**config.mk**
```make
export PLATFORM = sky130hd
export DESIGN_NAME = spi_flash_rd_ctrl
export DESIGN_NICKNAME = d
export VERILOG_FILES = /design/src/rtl/spi_flash_rd_ctrl.sv
export SDC_FILE = /design/constraint.sdc
export NUM_CORES = 1
export LEC_CHECK = 0
export BUFFER_PORTS_ARGS = -buffer_cell sky130_fd_sc_hd__clkbuf_2
export CAP_MARGIN = 20
export CORE_MARGIN = 4
export CORE_UTILIZATION = 45
export DETAILED_ROUTE_END_ITERATION = 10
export GPL_TIMING_DRIVEN = 0
export HOLD_SLACK_MARGIN = 0.15
export MAX_ROUTING_LAYER = met4
export PLACE_DENSITY = 0.7
export SLEW_MARGIN = 25
export SYNTH_ARGS = -nofsm -noshare
export SYNTH_HDL_FRONTEND = slang
export SYNTH_SLANG_ARGS = --single-unit
```
**constraint.sdc**
```tcl
create_clock -name sys_clk -period 5.3 [get_ports sys_clk]
set_input_delay 0.53 -clock sys_clk [delete_from_list [all_inputs] [get_ports sys_clk]]
set_output_delay 0.53 -clock sys_clk [all_outputs]
set_load 0.005 [all_outputs]
```
**src/rtl/spi_flash_rd_ctrl.sv**
```systemverilog
`default_nettype none
// ============================================================================
//  Module   : spi_flash_rd_ctrl
//  Purpose  : Serial-flash READ command sequencer sitting directly upstream of
//             a mode-0 SPI byte driver. A user request (start address, byte
//             count) is turned into the byte stream
//               CMD_READ, A[23:16], A[15:8], A[7:0], rd_len x 8'h00
//             and the bytes clocked back during the payload phase are
//             returned as a valid-qualified stream.
//
//  Ports    : sys_clk / sys_rst_n   clock, synchronous active-low reset
//             rd_req/rd_addr/rd_len request strobe and its arguments
//             rd_busy               request in progress
//             rd_data/rd_valid      payload byte stream
//             rd_done               request-complete pulse
//             spi_start/spi_end     open / close pulses to the byte driver
//             data_send             byte presented to the byte driver
//             send_done/rec_done    byte driver tx-launched / rx-complete
//             data_rec              byte driver received byte
//             spi_cs                byte driver chip select (1 = idle)
//
//  Revision : 1.0  initial release
// ============================================================================
module spi_flash_rd_ctrl #(
    parameter logic [7:0] CMD_READ = 8'h03,
    parameter int         ADDR_W   = 24,
    parameter int         LEN_W    = 16
) (
    input  logic              sys_clk,
    input  logic              sys_rst_n,
    input  logic              rd_req,
    input  logic [ADDR_W-1:0] rd_addr,
    input  logic [LEN_W-1:0]  rd_len,
    output logic              rd_busy,
    output logic [7:0]        rd_data,
    output logic              rd_valid,
    output logic              rd_done,
    output logic              spi_start,
    output logic              spi_end,
    output logic [7:0]        data_send,
    input  logic              send_done,
    input  logic              rec_done,
    input  logic [7:0]        data_rec,
    input  logic              spi_cs
);

    // Byte indices span rd_len + 4 bytes; three spare bits keep the largest
    // transfer from wrapping.
    localparam int IDX_W = LEN_W + 3;

    typedef enum logic [1:0] {
        IDLE    = 2'd0,
        XFER    = 2'd1,
        WAIT_CS = 2'd2,
        DONE    = 2'd3
    } state_t;

    state_t             state;
    logic [ADDR_W-1:0]  addr_q;
    logic [LEN_W-1:0]   len_q;
    logic [IDX_W-1:0]   tx_idx;
    logic [IDX_W-1:0]   rx_idx;

    logic [IDX_W-1:0]   last_idx;
    logic [IDX_W-1:0]   tx_nxt;
    logic [7:0]         next_byte;

    // Index of the final byte of the transaction (N - 1 = rd_len + 3).
    assign last_idx = {3'b000, len_q} + IDX_W'(3);

    // Byte that follows the one currently in flight: three address bytes
    // MSB first, then dummy zeros for the payload phase.
    always_comb begin
        tx_nxt    = tx_idx + IDX_W'(1);
        next_byte = 8'h00;
        if (tx_nxt == IDX_W'(1)) begin
            next_byte = addr_q[ADDR_W-1 -: 8];
        end else if (tx_nxt == IDX_W'(2)) begin
            next_byte = addr_q[ADDR_W-9 -: 8];
        end else if (tx_nxt == IDX_W'(3)) begin
            next_byte = addr_q[7:0];
        end
    end

    always_ff @(posedge sys_clk) begin
        if (!sys_rst_n) begin
            // Abort without spi_end: the driver shares this reset and
            // releases chip select on its own.
            state     <= IDLE;
            addr_q    <= '0;
            len_q     <= '0;
            tx_idx    <= '0;
            rx_idx    <= '0;
            rd_busy   <= 1'b0;
            rd_data   <= 8'h00;
            rd_valid  <= 1'b0;
            rd_done   <= 1'b0;
            spi_start <= 1'b0;
            spi_end   <= 1'b0;
            data_send <= 8'h00;
        end else begin
            spi_start <= 1'b0;
            spi_end   <= 1'b0;
            rd_valid  <= 1'b0;
            rd_done   <= 1'b0;

            case (state)
                IDLE: begin
                    if (rd_req) begin
                        if (rd_len != '0) begin
                            addr_q    <= rd_addr;
                            len_q     <= rd_len;
                            tx_idx    <= '0;
                            rx_idx    <= '0;
                            data_send <= CMD_READ;
                            spi_start <= 1'b1;
                            rd_busy   <= 1'b1;
                            state     <= XFER;
                        end else begin
                            // Empty request completes without touching SPI.
                            rd_done   <= 1'b1;
                        end
                    end
                end

                XFER: begin
                    // Next byte is loaded on the edge that sees send_done so
                    // the driver has its MSB well inside its deadline.
                    if (send_done) begin
                        if (tx_idx != last_idx) begin
                            tx_idx    <= tx_nxt;
                            data_send <= next_byte;
                        end else begin
                            spi_end   <= 1'b1;
                        end
                    end
                    // Receive side runs independently of the transmit side;
                    // the first four bytes echo the command/address phase.
                    if (rec_done) begin
                        rx_idx <= rx_idx + IDX_W'(1);
                        if (rx_idx >= IDX_W'(4)) begin
                            rd_data  <= data_rec;
                            rd_valid <= 1'b1;
                        end
                        if (rx_idx == last_idx) begin
                            state <= WAIT_CS;
                        end
                    end
                end

                WAIT_CS: begin
                    if (spi_cs) begin
                        rd_done <= 1'b1;
                        state   <= DONE;
                    end
                end

                DONE: begin
                    // rd_done was raised on entry; busy falls together with it.
                    rd_busy <= 1'b0;
                    state   <= IDLE;
                end

                default: begin
                    state <= IDLE;
                end
            endcase
        end
    end

endmodule
`default_nettype wire

```
==> results of run 1 <==
[final cells by class]
type / count / area share (%)
buffer: 65 / 4.133
clock buffer: 10 / 3.493
clock inverter: 6 / 0.7498
inverter: 18 / 0.9876
multi-input combinational: 588 / 52.60
sequential: 101 / 29.55
tap: 172 / 3.146
timing repair buffer: 73 / 5.340
[cell families (layout without fill, tap and decap cells)]
family | after synthesis | count (layout) | share of synthesized area [%]
compound gates | 167 | 167 | 18.84
flops | 101 | 101 | 33.86
fa+ha+maj | 11 | 11 | 2.305
mux | 14 | 14 | 2.347
xor+xnor | 57 | 57 | 8.361
simple gates | 339 | 339 | 28.42
buf+inv | 83 | 172 | 5.867
[power groups by stage]
stage | Clock, mW | Combinational [mW] | Sequential, mW
floorplan | 0 | 0.532 | 0.895
global placement | 0 | 0.721 | 0.909
detailed placement | 0 | 0.727 | 0.910
CTS | 0.667 | 0.728 | 0.893
global route | 0.696 | 0.819 | 0.903
finish | 0.657 | 0.733 | 0.893
[layer usage]
layer  up-vias  share of wire (%)  routed length [um]  track usage [%]
met2       226                 45                7612            35.10
met5         -                  0                   0                -
met1      2667                 45                7496            30.93
met3        34                7.2                1212            4.529
met4         0                2.7                 450            9.204
li1       2885                  -                   -                -
[registers in the layout, summed over array words and instances, names as in the netlist]
signal     count
rx_idx        19
spi_start      1
rd_valid       1
data_send      8
state          2
rd_done        1
addr_q        24
len_q         16
spi_end        1
rd_busy        1
rd_data        8
tx_idx        19
[worst max-delay path, delay by kind of cell, from the launching register on]
family                     cells  cell delay, ns
DFF                            1            0.30
buffers and inverters          4            0.94
and+or+nand+nor                4            0.62
AOI/OAI and AO/OA              3            1.15
xor gates and xnor gates       1            0.12
adders and majority gates      1            0.25
[synth_stat cells, drive strengths merged, types with 3 or more instances]
library cell	number
nand2	133
and3	9
buf	15
or4	9
nor2	78
xnor2	37
o31ai	5
o211ai	7
o41ai	4
a211o	3
and2	4
a21oi	80
dfxtp	101
nor4	14
mux2i	14
o32ai	5
clkbuf	50
xor2	20
or2	3
inv	18
o22ai	6
and4	5
nand3	24
o2bb2ai	7
nand4	25
a2111oi	3
o21ai	18
ha	11
or3	6
a211oi	3
nand4b	3
nor3	11
a31oi	5
nor2b	6
[worst paths after layout]
path / start / endpoint / slack, ns / depth (start not counted)
setup reg to reg: len_q[0] / data_send[0] / 1.80 / 13
hold / removal: rd_addr[13] / addr_q[13] / 0.38 / 3
hold reg to reg: addr_q[13] / addr_q[13] / 0.46 / 2
setup / recovery: len_q[0] / data_send[0] / 1.80 / 13
[through the flow]
step | utilization [%] | hold slack [ns] | setup slack, ns | power (mW)
CTS | 53.35 | 0.3769 | 1.825 | 2.288
global placement | 51.08 | 0.4433 | 1.836 | 1.630
detailed placement | 51.08 | 0.4469 | 1.836 | 1.637
floorplan | - | 0.4366 | 2.438 | 1.426
finish | 53.35 | 0.3842 | 1.803 | 2.283
global route | 53.35 | 0.3856 | 1.595 | 2.418
==> results.json, run 1 <==
{
  "rsz0062_at_grt": "no",
  "critPathKind": "reg -> reg",
  "p_sw_mw": 0.8492,
  "worst_pin_slew_ns": 0.6712,
  "finalInstanceArea_um2": 6842,
  "wl_per_cell_um": 16.24,
  "powerDensity_nw_per_um2": 333.7,
  "max_freq_ghz": 0.2860,
  "slew_violations": 0,
  "yosysWarnings": 0,
  "end_kind": "flip-flop",
  "register_area_um2": 2022,
  "async_reset_ff_share_pct": 0,
  "gr-total-overflow": 0,
  "gp_congestion": 0.9846,
  "cp_slowest_cell": "clkbuf_1",
  "nFillCells": 1330,
  "cts_buffers": 9,
  "cts_hold_buffers": 0,
  "timing.final.crit_share_pct": 65.98,
  "die_y_um": 123.2,
  "ios": 75,
  "combPwrFrac_pct": 32.1,
  "drive_above_1_share_pct": 15.33,
  "postRouteAntennaNets": 0,
  "grtUsageTotal_pct": 23.31,
  "fin_worst_skew_ns": 0.01088,
  "via_per_inst": 5.626,
  "grt_max_degree": 19,
  "first_pass_iters": 5,
  "clkLatencyLatePin_ns": 0.36,
  "tns_ns": 0,
  "worstPathRequired_ns": 5.55,
  "status": "finished clean",
  "final_cell_mix": "nand2_1 (133), dfxtp_1 (101), a21oi_1 (80)",
  "cpPeakStageDelay_ns": 0.48,
  "yosys.area.top_type": "dfxtp_1",
  "drt_wl_total_um": 16770,
  "drt_iter0_drc": 457,
  "arrival_ns": 3.74,
  "start_util_pct": 46.56,
  "seq_area_frac_synth_pct": 33.86,
  "cp_max_fo": 10,
  "synth_nets": 837,
  "grt_pass1_vias": 5368,
  "switching_share_pct": 37.19,
  "antenna_cells": 0,
  "rows": 41,
  "synth_edf_count": 0,
  "hold_class": "in -> reg",
  "netlist_area_um2": 5971,
  "area_growth_pct": 14.59,
  "cts_max_level": 3,
  "path_cells": "buf_2 > inv_1 > ha_1 > clkbuf_1 > nand3b_1 > xnor2_1 > nand3_1 > a2111oi_1 > nand4_2 > o31ai_4 > buf_6 > nor2_1 > o221a_1",
  "vias": 5812,
  "clk_pin_slew_ns": 0.08,
  "hold_violations": 0,
  "power_frac_seq_pct": 39.1,
  "p_int_mw": 1.434,
  "vdd_drop_max_mv": 0.2427,
  "synth_flop_cell": "dfxtp_1",
  "synth_area_leaders": "dfxtp_1 (34%), nand2_1 (8.4%), a21oi_1 (6.7%), xnor2_1 (5.4%), nor2_1 (4.8%)",
  "cts_sinks": 101,
  "ys_ff_latch": 101,
  "maxCapViolCount": 0,
  "placed_cell_area_um2": 6551,
  "setup_violations": 0,
  "clockBufferDepth": 2,
  "drcViolationCount": 0,
  "chipWidth_um": 123.2,
  "cts_setup_buffers": 0,
  "dp_hpwl_um": 12530,
  "multi_input_area_um2": 3598,
  "synth_top_area_share_pct": 33.86,
  "fp.coreArea_um2": 12820,
  "avgSynthCellArea_um2": 7.734,
  "instances_no_fill": 1033,
  "fin_crit_ns": 3.497,
  "die-area_um2": 15180,
  "leakage_nw": 2.570,
  "final_common_cell": "nand2_1",
  "cts_resized": 0,
  "nets": 921,
  "antenna_found_initial": 0,
  "dp.cells": 1017,
  "slew_headroom_pct": 54.95,
  "synth_cells": 772,
  "synthDistinctLibCells": 69,
  "io_buffers": 73,
  "cts_tree": "built",
  "clkPwrFrac_pct": 28.8,
  "cts_root_buffer": "clkbuf_16",
  "startpoint_type": "flip-flop",
  "grt_first_pass_wirelength_um": 27130
}
No activity file was read; power rests on OpenSTA's default activity.
==> run 2: changes to the inputs <==
--- a/config.mk
+++ b/config.mk
@@ -13,7 +13,7 @@
 export GPL_TIMING_DRIVEN = 0
 export HOLD_SLACK_MARGIN = 0.15
 export MAX_ROUTING_LAYER = met4
-export PLACE_DENSITY = 0.7
+export PLACE_DENSITY = 0.73
 export SLEW_MARGIN = 25
 export SYNTH_ARGS = -nofsm -noshare
 export SYNTH_HDL_FRONTEND = slang
==> constraint.sdc (replaced) <==
create_clock -name sys_clk -period 3.1 [get_ports sys_clk]
set_input_delay 0.31 -clock sys_clk [delete_from_list [all_inputs] [get_ports sys_clk]]
set_output_delay 0.31 -clock sys_clk [all_outputs]
set_load 0.005 [all_outputs]
==> run 2 against run 1 <==
Against the previous run:
- core utilization increased by 1.4 points
- sequential share of layout area decreased by 0.65 points
- critical path depth decreased by 1
- count of clock-buffer cells in the layout increased by 1
- register-to-register slack got worse by 1.7 ns
- flip-flop and latch count unchanged
- final area increased by 2.6%
- sequential power increased by 72%
- worst setup slack got worse by 1.7 ns
- clock skew decreased by 0.0045 ns
- critical path type unchanged
- largest cell class unchanged
==> results.json, run 2 (same netlist as run 1, synthesis figures left out) <==
{
  "critPathKind": "reg -> reg",
  "nFillCells": 1234,
  "cts_tree": "built",
  "antenna_found_initial": 0,
  "wl_per_cell_um": 16.71,
  "vias": 5818,
  "rows": 41,
  "area_growth_pct": 17.58,
  "rsz0062_at_grt": "yes",
  "slew_violations": 0,
  "slew_headroom_pct": 55.63,
  "leakage_nw": 2.688,
  "cp_max_fo": 10,
  "nets": 923,
  "worstReg2RegStart": "state[1]",
  "drcViolationCount": 0,
  "dp_hpwl_um": 12740,
  "max_freq_ghz": 0.3342,
  "powerDensity_nw_per_um2": 572.5,
  "fin_worst_skew_ns": 0.006336,
  "startpoint_type": "flip-flop",
  "gp_congestion": 0.9420,
  "setup_slack_ns": 0.1073,
  "register_area_um2": 2029,
  "clk_pin_slew_ns": 0.07,
  "hold_violations": 0,
  "grt_pass1_vias": 5419,
  "worst_pin_slew_ns": 0.6655,
  "cts_buffers": 9,
  "die-area_um2": 15180,
  "hold_slack_ns": 0.1660,
  "top_register": "addr_q",
  "ios": 75,
  "cts_root_buffer": "clkbuf_16",
  "via_per_inst": 5.621,
  "maxCapViolCount": 0,
  "dp.cells": 1017,
  "clockBufferDepth": 2,
  "cts_max_level": 3,
  "antenna_cells": 0,
  "place_ws_ns": -0.3929,
  "setup_violations": 0,
  "io_buffers": 73,
  "timing.final.crit_share_pct": 96.54,
  "start_util_pct": 46.56,
  "die_y_um": 123.2,
  "fin_crit_ns": 2.993,
  "top_regs": "addr_q x24, rx_idx x19, tx_idx x19",
  "grt_first_pass_wirelength_um": 27340,
  "gr-total-overflow": 0,
  "cts_sinks": 101,
  "first_pass_iters": 5,
  "tns_ns": 0,
  "multi_input_area_um2": 3717,
  "postRouteAntennaNets": 0,
  "end_kind": "flip-flop",
  "status": "finished clean",
  "grt_max_degree": 19,
  "hold_class": "in -> reg",
  "clkLatencyLatePin_ns": 0.36,
  "final_common_cell": "nand2_1",
  "vdd_drop_max_mv": 0.5040,
  "drive_above_1_share_pct": 17.61,
  "chipWidth_um": 123.2,
  "drt_wl_total_um": 17300,
  "grtUsageTotal_pct": 23.68,
  "largest_reg_flops": 24,
  "worstPathRequired_ns": 3.38,
  "cp-startpoint": "state[1]",
  "final_cell_mix": "nand2_1 (133), dfxtp_1 (95), a21oi_1 (80)",
  "fp.coreArea_um2": 12820,
  "drt_iter0_drc": 392,
  "arrival_ns": 3.27,
  "instances_no_fill": 1035,
  "cts_hold_buffers": 0,
  "hold_path_startpoint": "rd_addr[20]"
}
[run 2: cell types whose count changed in the layout (fill, tap and decap cells not counted), moves of 2 or more]
cell	previous run	this run
a2111oi_4	0	2
dfxtp_2	0	6
buf_4	1	6
nor3_2	3	0
dfxtp_1	101	95
clkbuf_1	50	45
nor3_4	0	3
[run 2: path summary, 6_finish.rpt]
| path | endpoint | slack, ns | depth (start not counted) |
|---|---|---|---|
| setup / recovery | tx_idx[15] | 0.11 | 12 |
| hold / removal | addr_q[20] | 0.17 | 3 |
| setup reg to reg | tx_idx[15] | 0.11 | 12 |
| hold reg to reg | addr_q[8] | 0.45 | 2 |
[run 2: worst max-delay path: stages (launching register included)]
cell and delay [ns]:
dfxtp_1 0.34, inv_1 0.09, ha_1 0.15, or3b_4 0.39, a2111oi_4 0.40, nand3_2 0.13, a2111oi_4 0.24, nand4_2 0.21
o31ai_4 0.39, buf_6 0.19, buf_6 0.14, a21oi_1 0.04, o22ai_1 0.20
[run 2: routing by layer]
layer	track usage, %	part of all wire, %	vias up
li1	-	-	2889
met1	31.05	45	2666
met2	35.47	45	220
met3	5.261	6.5	43
met4	9.619	3.2	0
met5	-	0	-
[run 2: layout make-up]
| type | count | area share [%] |
|---|---|---|
| Multi-Input combinational cell | 588 | 52.95 |
| Sequential cell | 101 | 28.91 |
| Timing Repair Buffer | 79 | 5.988 |
| Buffer | 61 | 3.974 |
| Clock buffer | 11 | 3.457 |
| Tap cell | 172 | 3.065 |
| Inverter | 18 | 0.9624 |
| Clock inverter | 5 | 0.6951 |
[run 2: timing repair]
action | CTS | global route
endpoints found under the setup margin | 27 | 33
setup buffers | 1 | 4
gates cloned | 0 | 1
pin swaps | 1 | 7
gates resized for setup | 7 | 24
[run 2: power breakdown]
group | internal, mW | leakage, nW | switching [mW]
Sequential | 1.43 | 0.824 | 0.113
Combinational | 0.499 | 1.72 | 0.850
Clock | 0.586 | 0.145 | 0.545
[run 2: metrics by stage]
step | util (%) | instance area (um^2) | power (mW)
after CTS | 53.65 | 6880 | 3.949
after floorplan | - | 5971 | 2.439
final | 54.74 | 7020 | 4.019
after global placement | 51.08 | 6551 | 2.789
after global routing | 54.74 | 7020 | 4.229
after detailed placement | 51.08 | 6551 | 2.799
